### config.mk
export PLATFORM = sky130hd
export DESIGN_NAME = audio_mixer_dac_flat
export DESIGN_NICKNAME = d
export VERILOG_FILES = /design/src/rtl/audio_mixer_dac_if.sv /design/src/rtl/audio_mixer_dac.sv /design/src/flat_wrapper.sv
export SDC_FILE = /design/constraint.sdc
export NUM_CORES = 1
export LEC_CHECK = 0
export CAP_MARGIN = 20
export CORE_UTILIZATION = 48
export CTS_BUF_LIST = sky130_fd_sc_hd__clkbuf_4
export CTS_CLUSTER_SIZE = 8
export DETAILED_ROUTE_END_ITERATION = 10
export PLACE_DENSITY = 0.76
export SKIP_LAST_GASP = 1
export SYNTH_ARGS = -nofsm -noshare
export SYNTH_HDL_FRONTEND = slang
export SYNTH_SLANG_ARGS = --single-unit
### constraint.sdc
create_clock -name clk_sys -period 13.1 [get_ports clk_sys]
set_input_delay 3.275 -clock clk_sys [delete_from_list [all_inputs] [get_ports clk_sys]]
set_output_delay 3.275 -clock clk_sys [all_outputs]
set_load 0.05 [all_outputs]
### src/rtl/audio_mixer_dac_if.sv
// Control, sample and status signals of the audio mixer/DAC, grouped for the
// system side (master) and the mixer (slave).
interface audio_mixer_dac_if #(
    parameter int WIDTH    = 14,
    parameter int CHANNELS = 3,
    parameter int VOL_BITS = 4
);
    logic                         ce_sample;
    logic [CHANNELS*WIDTH-1:0]    ch_in;
    logic [CHANNELS*VOL_BITS-1:0] ch_vol;
    logic                         tape_in;
    logic                         tape_out;
    logic [1:0]                   mode;
    logic                         clip_clr;
    logic [WIDTH-1:0]             pcm_o;
    logic                         dac_o;
    logic                         busy;
    logic                         clip;

    modport master (
        output ce_sample, ch_in, ch_vol, tape_in, tape_out, mode, clip_clr,
        input  pcm_o, dac_o, busy, clip
    );

    modport slave (
        input  ce_sample, ch_in, ch_vol, tape_in, tape_out, mode, clip_clr,
        output pcm_o, dac_o, busy, clip
    );
endinterface

### src/rtl/audio_mixer_dac.sv
// Multi-channel PCM mixer with per-channel volume, tape routing, saturation and
// a first-order delta-sigma bitstream output.
module audio_mixer_dac #(
    parameter int WIDTH    = 14,
    parameter int CHANNELS = 3,
    parameter int VOL_BITS = 4
) (
    input  logic                clk_sys,
    input  logic                res_n,
    audio_mixer_dac_if.slave    bus
);
    localparam int ACC_W = WIDTH + VOL_BITS + $clog2(CHANNELS + 2);
    localparam int IDX_W = (CHANNELS > 1) ? $clog2(CHANNELS) : 1;
    localparam int PRD_W = WIDTH + VOL_BITS;
    localparam logic [ACC_W-1:0] FULL_SCALE = {{(ACC_W-WIDTH){1'b0}}, {WIDTH{1'b1}}};
    localparam logic [ACC_W-1:0] TAPE_MON   = ACC_W'(2**(WIDTH-2));

    typedef enum logic [1:0] {IDLE, ACC, SAT} state_t;

    state_t                       state_q, state_d;
    logic [IDX_W-1:0]             idx_q, idx_d;
    logic [ACC_W-1:0]             acc_q, acc_d;
    logic [1:0]                   mode_q, mode_d;
    logic [CHANNELS*WIDTH-1:0]    ch_q, ch_d;
    logic [CHANNELS*VOL_BITS-1:0] vol_q, vol_d;
    logic                         tin_q, tin_d;
    logic                         tout_q, tout_d;
    logic [WIDTH-1:0]             pcm_q, pcm_d;
    logic                         busy_q, busy_d;
    logic                         clip_q, clip_d;
    logic [WIDTH-1:0]             ds_q, ds_d;
    logic                         dac_q, dac_d;

    logic [WIDTH-1:0]    cur_ch;
    logic [VOL_BITS-1:0] cur_vol;
    logic [PRD_W-1:0]    prod;
    logic [ACC_W-1:0]    raw;
    logic [WIDTH:0]      ds_sum;

    always_comb begin
        state_d = state_q;
        idx_d   = idx_q;
        acc_d   = acc_q;
        mode_d  = mode_q;
        ch_d    = ch_q;
        vol_d   = vol_q;
        tin_d   = tin_q;
        tout_d  = tout_q;
        pcm_d   = pcm_q;
        busy_d  = busy_q;
        clip_d  = bus.clip_clr ? 1'b0 : clip_q;

        cur_ch  = ch_q[idx_q*WIDTH +: WIDTH];
        cur_vol = vol_q[idx_q*VOL_BITS +: VOL_BITS];
        prod    = PRD_W'(cur_ch) * PRD_W'(cur_vol);

        unique case (mode_q)
            2'b00:   raw = acc_q;
            2'b01:   raw = tout_q ? FULL_SCALE : '0;
            2'b10:   raw = acc_q + (tin_q ? TAPE_MON : '0);
            default: raw = '0;
        endcase

        unique case (state_q)
            IDLE: begin
                if (bus.ce_sample) begin
                    mode_d  = bus.mode;
                    ch_d    = bus.ch_in;
                    vol_d   = bus.ch_vol;
                    tin_d   = bus.tape_in;
                    tout_d  = bus.tape_out;
                    acc_d   = '0;
                    idx_d   = '0;
                    busy_d  = 1'b1;
                    state_d = ACC;
                end
            end
            ACC: begin
                // Each term is truncated on its own before summing.
                acc_d = acc_q + ACC_W'(prod[PRD_W-1:VOL_BITS]);
                if (idx_q == IDX_W'(CHANNELS - 1)) begin
                    idx_d   = '0;
                    state_d = SAT;
                end else begin
                    idx_d = idx_q + 1'b1;
                end
            end
            SAT: begin
                if (|raw[ACC_W-1:WIDTH]) begin
                    pcm_d  = '1;
                    clip_d = 1'b1;
                end else begin
                    pcm_d = raw[WIDTH-1:0];
                end
                busy_d  = 1'b0;
                state_d = IDLE;
            end
            default: state_d = IDLE;
        endcase

        // {dac_q, ds_q} is the WIDTH+1 bit modulator register; its carry is the output bit.
        ds_sum = {1'b0, ds_q} + {1'b0, pcm_q};
        ds_d   = ds_sum[WIDTH-1:0];
        dac_d  = ds_sum[WIDTH];
    end

    always_ff @(posedge clk_sys or negedge res_n) begin
        if (!res_n) begin
            state_q <= IDLE;
            idx_q   <= '0;
            acc_q   <= '0;
            mode_q  <= '0;
            ch_q    <= '0;
            vol_q   <= '0;
            tin_q   <= 1'b0;
            tout_q  <= 1'b0;
            pcm_q   <= '0;
            busy_q  <= 1'b0;
            clip_q  <= 1'b0;
            ds_q    <= '0;
            dac_q   <= 1'b0;
        end else begin
            state_q <= state_d;
            idx_q   <= idx_d;
            acc_q   <= acc_d;
            mode_q  <= mode_d;
            ch_q    <= ch_d;
            vol_q   <= vol_d;
            tin_q   <= tin_d;
            tout_q  <= tout_d;
            pcm_q   <= pcm_d;
            busy_q  <= busy_d;
            clip_q  <= clip_d;
            ds_q    <= ds_d;
            dac_q   <= dac_d;
        end
    end

    assign bus.pcm_o = pcm_q;
    assign bus.dac_o = dac_q;
    assign bus.busy  = busy_q;
    assign bus.clip  = clip_q;
endmodule
### src/flat_wrapper.sv
// flat-port wrapper written by rule: the top's interface ports become plain ports
module audio_mixer_dac_flat 
#(
    parameter int WIDTH    = 14,
    parameter int CHANNELS = 3,
    parameter int VOL_BITS = 4
)
  (clk_sys, res_n, bus_ce_sample, bus_ch_in, bus_ch_vol, bus_tape_in, bus_tape_out, bus_mode, bus_clip_clr, bus_pcm_o, bus_dac_o, bus_busy, bus_clip);
  audio_mixer_dac_if #(.WIDTH(WIDTH), .CHANNELS(CHANNELS), .VOL_BITS(VOL_BITS)) bus_i ();
  input  logic clk_sys;
  input  logic res_n;
  input wire logic [$bits(bus_i.ce_sample)-1:0] bus_ce_sample;
  input wire logic [$bits(bus_i.ch_in)-1:0] bus_ch_in;
  input wire logic [$bits(bus_i.ch_vol)-1:0] bus_ch_vol;
  input wire logic [$bits(bus_i.tape_in)-1:0] bus_tape_in;
  input wire logic [$bits(bus_i.tape_out)-1:0] bus_tape_out;
  input wire logic [$bits(bus_i.mode)-1:0] bus_mode;
  input wire logic [$bits(bus_i.clip_clr)-1:0] bus_clip_clr;
  output wire logic [$bits(bus_i.pcm_o)-1:0] bus_pcm_o;
  output wire logic [$bits(bus_i.dac_o)-1:0] bus_dac_o;
  output wire logic [$bits(bus_i.busy)-1:0] bus_busy;
  output wire logic [$bits(bus_i.clip)-1:0] bus_clip;
  assign bus_i.ce_sample = bus_ce_sample;
  assign bus_i.ch_in = bus_ch_in;
  assign bus_i.ch_vol = bus_ch_vol;
  assign bus_i.tape_in = bus_tape_in;
  assign bus_i.tape_out = bus_tape_out;
  assign bus_i.mode = bus_mode;
  assign bus_i.clip_clr = bus_clip_clr;
  assign bus_pcm_o = bus_i.pcm_o;
  assign bus_dac_o = bus_i.dac_o;
  assign bus_busy = bus_i.busy;
  assign bus_clip = bus_i.clip;
  audio_mixer_dac #(.WIDTH(WIDTH), .CHANNELS(CHANNELS), .VOL_BITS(VOL_BITS)) u_core (.clk_sys(clk_sys), .res_n(res_n), .bus(bus_i));
endmodule
### After elaboration in Yosys (flattened, before gate mapping)

Index checks and enable logic that the tools add are counted.

| word-level totals | value |
|---|---|
| register bits | 114 |
| output and inout port bits | 17 |
| word-level logic and storage cells | 54 |

| cells by class | value |
|---|---|
| $add $sub $neg | 4 |
| multipliers | 2 |
| equality and inequality tests | 7 |
| shift-type cells | 2 |
| mux-type cells | 17 |
| reduce and logical (&&, ||, !) cells | 9 |

Operators with widths:

| cell | count |
|---|---|
| one-hot mux 21 bit (3 select lines) | 1 |
| one-hot mux 21 bit (2 select lines) | 1 |
| indexed part select 42 x 7 -> 14 bit | 1 |
| 2-to-1 mux 14 bit | 2 |
| adder 21 x 14 -> 21 bit | 1 |
| adder 21 bit | 1 |
| 2-to-1 mux 21 bit | 1 |
| multiplier 14 x 4 -> 18 bit | 1 |
| adder 14 x 14 -> 15 bit | 1 |
| 2-to-1 mux 13 bit | 1 |
| indexed part select 12 x 5 -> 4 bit | 1 |
| 2-to-1 mux 2 bit | 4 |
| one-hot mux 2 bit (2 select lines) | 2 |
| AND reduction 2 bit | 4 |
| OR reduction 7 bit | 1 |
| equality test 2 bit (second input constant) | 3 |
| multiplier 2 x 3 -> 5 bit (second input constant) | 1 |
| equality test 2 x 1 -> 1 bit (second input constant) | 2 |
| zero test 2 bit | 2 |
| 2-to-1 mux 1 bit | 4 |
| nonzero test 2 bit | 2 |
| adder 2 x 1 -> 2 bit (second input constant) | 1 |
| inequality test 2 x 1 -> 1 bit (second input constant) | 1 |
| inequality test 2 bit (second input constant) | 1 |
| one-hot mux 1 bit (2 select lines) | 1 |

### Depth between registers and ports, before layout

| logic depth | value |
|---|---|
| depth after elaboration | 6 |
| gate-level depth with buffers | 27 |

### Worst setup path after synthesis

OpenSTA, ideal clock, no wires.

| path | value |
|---|---|
| path kind | reg-to-reg |
| start point | reg u_core.idx_q[1] |
| end point | reg u_core.acc_q[16] |
| setup time | 79 ps |
| arrival | 5,733 ps |
| data required time | 13,021 ps |
| path slack | 7,288 ps |
| stages on the path, launching flop included | 26 |
| path buffers | 3 |
| period minus slack after synthesis | 5,812 ps |
| path through | dfrtp_1 > buf_6 > buf_6 > mux2i_1 > nor2_1 > a21oi_1 > clkbuf_1 > nor2_1 > fa_1 > inv_1 > fa_1 > inv_1 > ha_1 > a21o_1 > a2111oi_0 > a21bo_2 > a31oi_1 > o21ai_0 > xor2_1 > ha_1 > a21o_1 > a31o_2 > o31a_1 > a31o_2 > nand4_1 > mux2i_1 |

| on the way | value |
|---|---|
| cells in the longest elaborated chain, start to end | 5 |
| elaborated cells between the ends (all ways) | 6 |

Ends and longest elaborated chain:

| element | line | text |
|---|---|---|
| start: declaration | audio_mixer_dac.sv:21 | `logic [IDX_W-1:0] idx_q, idx_d;` |
| start signal: assignment | audio_mixer_dac.sv:124 | `idx_q <= idx_d;` |
| multiplier 2 x 3 -> 5 bit | audio_mixer_dac.sv:53 | `cur_ch = ch_q[idx_q*WIDTH +: WIDTH];` |
| indexed part select 42 x 7 -> 14 bit | audio_mixer_dac.sv:53 |  |
| multiplier 14 x 4 -> 18 bit * | audio_mixer_dac.sv:55 | `prod = PRD_W'(cur_ch) * PRD_W'(cur_vol);` |
| adder 21 x 14 -> 21 bit * | audio_mixer_dac.sv:80 | `acc_d = acc_q + ACC_W'(prod[PRD_W-1:VOL_BITS]);` |
| one-hot mux 21 bit (2 select lines) * | audio_mixer_dac.sv:64 | `unique case (state_q)` |
| end signal: assignment | audio_mixer_dac.sv:111 | `acc_q <= '0;` |
| end signal: assignment | audio_mixer_dac.sv:125 | `acc_q <= acc_d;` |
| end: declaration | audio_mixer_dac.sv:22 | `logic [ACC_W-1:0] acc_q, acc_d;` |

Mark *: on every way between the ends. The rest lies on a longest branch, timed or not.
A chain may end at the register's enable or synchronous reset.

### Final worst setup path

| path | value |
|---|---|
| start point | reg u_core.idx_q[1] |
| end point | reg u_core.acc_q[13] |

Same word-level chain as after synthesis.

==> results.md <==
- Outcome: finished, final reports clean
- Max Fclk: about 140 MHz
- Clk sinks: 114
- Top cells by area, synth: dfrtp_1, nand2_1, ha_1
- Mux share of post-synthesis cell area: 3.26%
- Max clock buf depth: 2
- Chip height: 128 um
- Post-route ant nets: 0
- Syn_nets: 1,022
- WL final: about 17,000 um
- Post-Synth Simple-Gate Area: around a fifth
- Syn Area/Cell: 8.67 sq um
- Setup violators final: 0
- N_diodes: 0
- Mapped cell area: 0.00766 sq mm
- DIE WIDTH: roughly 130 um
- Initial antenna violation count: 0
- Total setup buffers inserted after CTS: 0
- RSZ-0062 raised after global routing: no
- CP Class: reg2reg
- Worst-Margin Slew: about 1000 ps
- CP endpoint kind: register
- Yosys top cell area share: 37.2%
- Pins Over Slew Limit: 0
- Share of cells above drive strength 1: ~5.8%
- Via/cell ratio: 5.27
- Area grow syn2layout: 16.1%
- Final Hold Violating Endpoints: 0
- Critical path required time: approximately 14,000 ps
- Gate Count Post-Synth: 884
- Clock slew at reported path FFs: around 90 ps
- Grt met1 use: 27.7%
- Crit-path max FO: 14
- Post-synthesis xor/xnor area fraction: roughly 4.3%
- Inserted Clock Buffers: 17
- Critical Path AT: 7370 ps
- Fin nets: 1,088
- GRT Max-Usage Layer: met2
- Synth Area in Adders: between 10% and 20%
- Unique masters post-synth: 59
- Largest area contributor in the netlist: dfrtp_1
- PortBufs: 78
- I/O Pins: 79
- H-tree level count: 4
- CORE AREA: ~0.015 sq mm
- Seq cells post-synth: approximately 110
- All-Layer GR Usage: roughly 22%
- Largest net degree at the start of global routing: ~80
- Largest family of logic cells by synthesized area: simple AND/OR/NAND/NOR gates
- Final setup TNS: 0 ps
- Post-CTS sizing: 0
- Max Cap Viol: 0
- Hold Buf Count CTS: 0
- Met3 Usage GRT: between 3 and 4%
- Die area: about 0.016 sq mm
- Root Buffer: clkbuf_4
- Post-Route Skew: between 15 and 20 ps
- WL per Instance: 14.2 um
- GR Util met2: ~38%
- Slew headroom: roughly 30%
- Later-pin clock latency in the skew report: 560 ps
- Pre-antenna DRT Iters: 5
- CP startpoint kind: register
- Vias in the first global route: about 6,100
- Post-synth ARST share: 100%
- Starting Density: 49.9%
- YS warnings: 0
- Gp weighted congestion: 0.846
- Post-route DRC: 0
- Period utilization: 52.9%
- Hpwl dp: approximately 13,000 um
- Remaining Overflow, GRT: 0
- Storage cell area: about 0.0029 sq mm
- Compound-gate portion of the synthesized area: between 10 and 15%
- Register area share after synthesis: 37.2%
- # fillers: approximately 1,400
- Vias: between 6,000 and 7,000
- CTS tree: built
- Multi-input combinational cell area: around 0.0044 sq mm
- Worst Hold Class: reg2reg
- Primary flip-flop cell chosen by synthesis mapping: dfrtp_1
- Number of synthesized flops with an enable pin: 0
- Drt initial violations: approximately 320
- First-pass GRT wire length: 28,400 um
- Std-Cell Rows: 45
- Fin crit period: slightly below 7000 ps
[synth_stat cells (2+ instances only)]
| cell type | number |
|---|---|
| nand2_1 | 213 |
| dfrtp_1 | 114 |
| nor2_1 | 74 |
| inv_1 | 67 |
| ha_1 | 51 |
| a21oi_1 | 39 |
| clkbuf_1 | 29 |
| o21ai_0 | 27 |
| fa_1 | 25 |
| mux2i_1 | 25 |
| xnor2_1 | 24 |
| nand3_1 | 20 |
| a21o_1 | 18 |
| nor2b_1 | 17 |
| o22a_1 | 14 |
| xor2_1 | 14 |
| nand2b_1 | 12 |
| or2_2 | 10 |
| o31ai_1 | 6 |
| a31oi_1 | 5 |
| nand4_1 | 5 |
| nor3_1 | 5 |
| o211ai_1 | 4 |
| o21a_1 | 4 |
| o21bai_1 | 4 |
| a2111oi_0 | 3 |
| a22o_1 | 3 |
| a31o_2 | 3 |
| buf_2 | 3 |
| buf_6 | 3 |
| nand3b_1 | 3 |
| o2bb2ai_1 | 3 |
| o41ai_1 | 3 |
| a2111o_1 | 2 |
| a21boi_0 | 2 |
| a41oi_1 | 2 |
| and3_1 | 2 |
| buf_1 | 2 |
| o2111ai_1 | 2 |
| o311ai_0 | 2 |
| o31a_1 | 2 |
[critical path, stage by stage (launching register included)]
cell,delay [ps]
dfrtp_1,680
buf_4,340
mux2i_1,220
nor2_1,50
a21oi_1,780
nor2_1,170
fa_1,570
inv_1,50
fa_1,520
inv_1,40
ha_1,350
a21o_1,220
a2111oi_0,420
a21boi_1,270
o21bai_1,130
xor2_1,160
ha_1,340
a2111oi_0,400
o21ai_1,200
a2111o_1,400
a31oi_1,210
xnor2_1,90
a22o_1,180
[path summary, 6_finish.rpt]
path / start / endpoint / slack [ps] / cells past startpoint
min in group asynchronous: res_n / u_core.bus.pcm_o[12]$_DFFE_PN0P_ / 2720 / 1
max in group asynchronous: res_n / u_core.ch_q[35]$_DFFE_PN0P_ / 9100 / 2
worst min-delay path: u_core.ds_q[0]$_DFF_PN0_ / u_core.ds_q[0]$_DFF_PN0_ / 480 / 1
worst max-delay path: u_core.idx_q[1]$_DFFE_PN0P_ / u_core.acc_q[13]$_DFFE_PN0P_ / 6170 / 22
worst max register to register: u_core.idx_q[1]$_DFFE_PN0P_ / u_core.acc_q[13]$_DFFE_PN0P_ / 6170 / 22
worst min register to register: u_core.ds_q[0]$_DFF_PN0_ / u_core.ds_q[0]$_DFF_PN0_ / 480 / 1
[kinds of logic (layout without fill, tap and decap cells)]
family	after synthesis	count (layout)
mux	25	25
compound gates	160	160
simple gates	367	367
flops	114	114
buf+inv	104	182
xor+xnor	38	38
fa+ha+maj	76	76
[cell usage in the layout (no fill, tap or decap), types with 14 or more instances in the layout]
cell type        count
nand2_1            213
dfrtp_1            114
clkdlybuf4s50_1     77
nor2_1              74
inv_1               67
ha_1                51
a21oi_1             39
o21ai_0             27
mux2i_1             25
fa_1                25
xnor2_1             24
nand3_1             20
clkbuf_4            19
a21o_1              18
nor2b_1             17
xor2_1              14
o22a_1              14
[stage by stage]
step                setup WS, ps  cell area (sq um)  std cells  util [%]  hold slack (ps)
floorplan                   7290               7660        884         -              443
global placement            6310               8580       1141      55.8              456
detailed placement          6160               8580       1141      55.8              460
CTS                         6150               8890       1172      57.8              482
global route                5430               8900       1173      57.9              504
finish                      6170               8900       1173      57.9              479
[routing by layer]
metal,share of wire [%],up-vias
met2,49,122
li1,-,3084
met3,3.1,22
met5,0,-
met4,2.0,0
met1,46,2948
[registers in the layout (all words and copies together), names as in the netlist]
register / cells
u_core.idx_q: 2
u_core.vol_q: 12
u_core.bus.pcm_o: 14
u_core.acc_q: 21
u_core.mode_q: 2
u_core.bus.busy: 1
u_core.tout_q: 1
u_core.bus.dac_o: 1
u_core.state_q: 2
u_core.ds_q: 14
u_core.ch_q: 42
u_core.bus.clip: 1
u_core.tin_q: 1
[final cells by class]
type | count | area share (%)
inverter | 67 | 2.83
multi-input combinational | 666 | 49.5
timing repair buffer | 84 | 9.25
tap | 211 | 2.97
clock buffer | 19 | 1.60
clock inverter | 12 | 1.84
sequential | 114 | 32.1
Power is not shown: default switching activity piles up to over one toggle a cycle in this logic, so the estimate is an artifact.
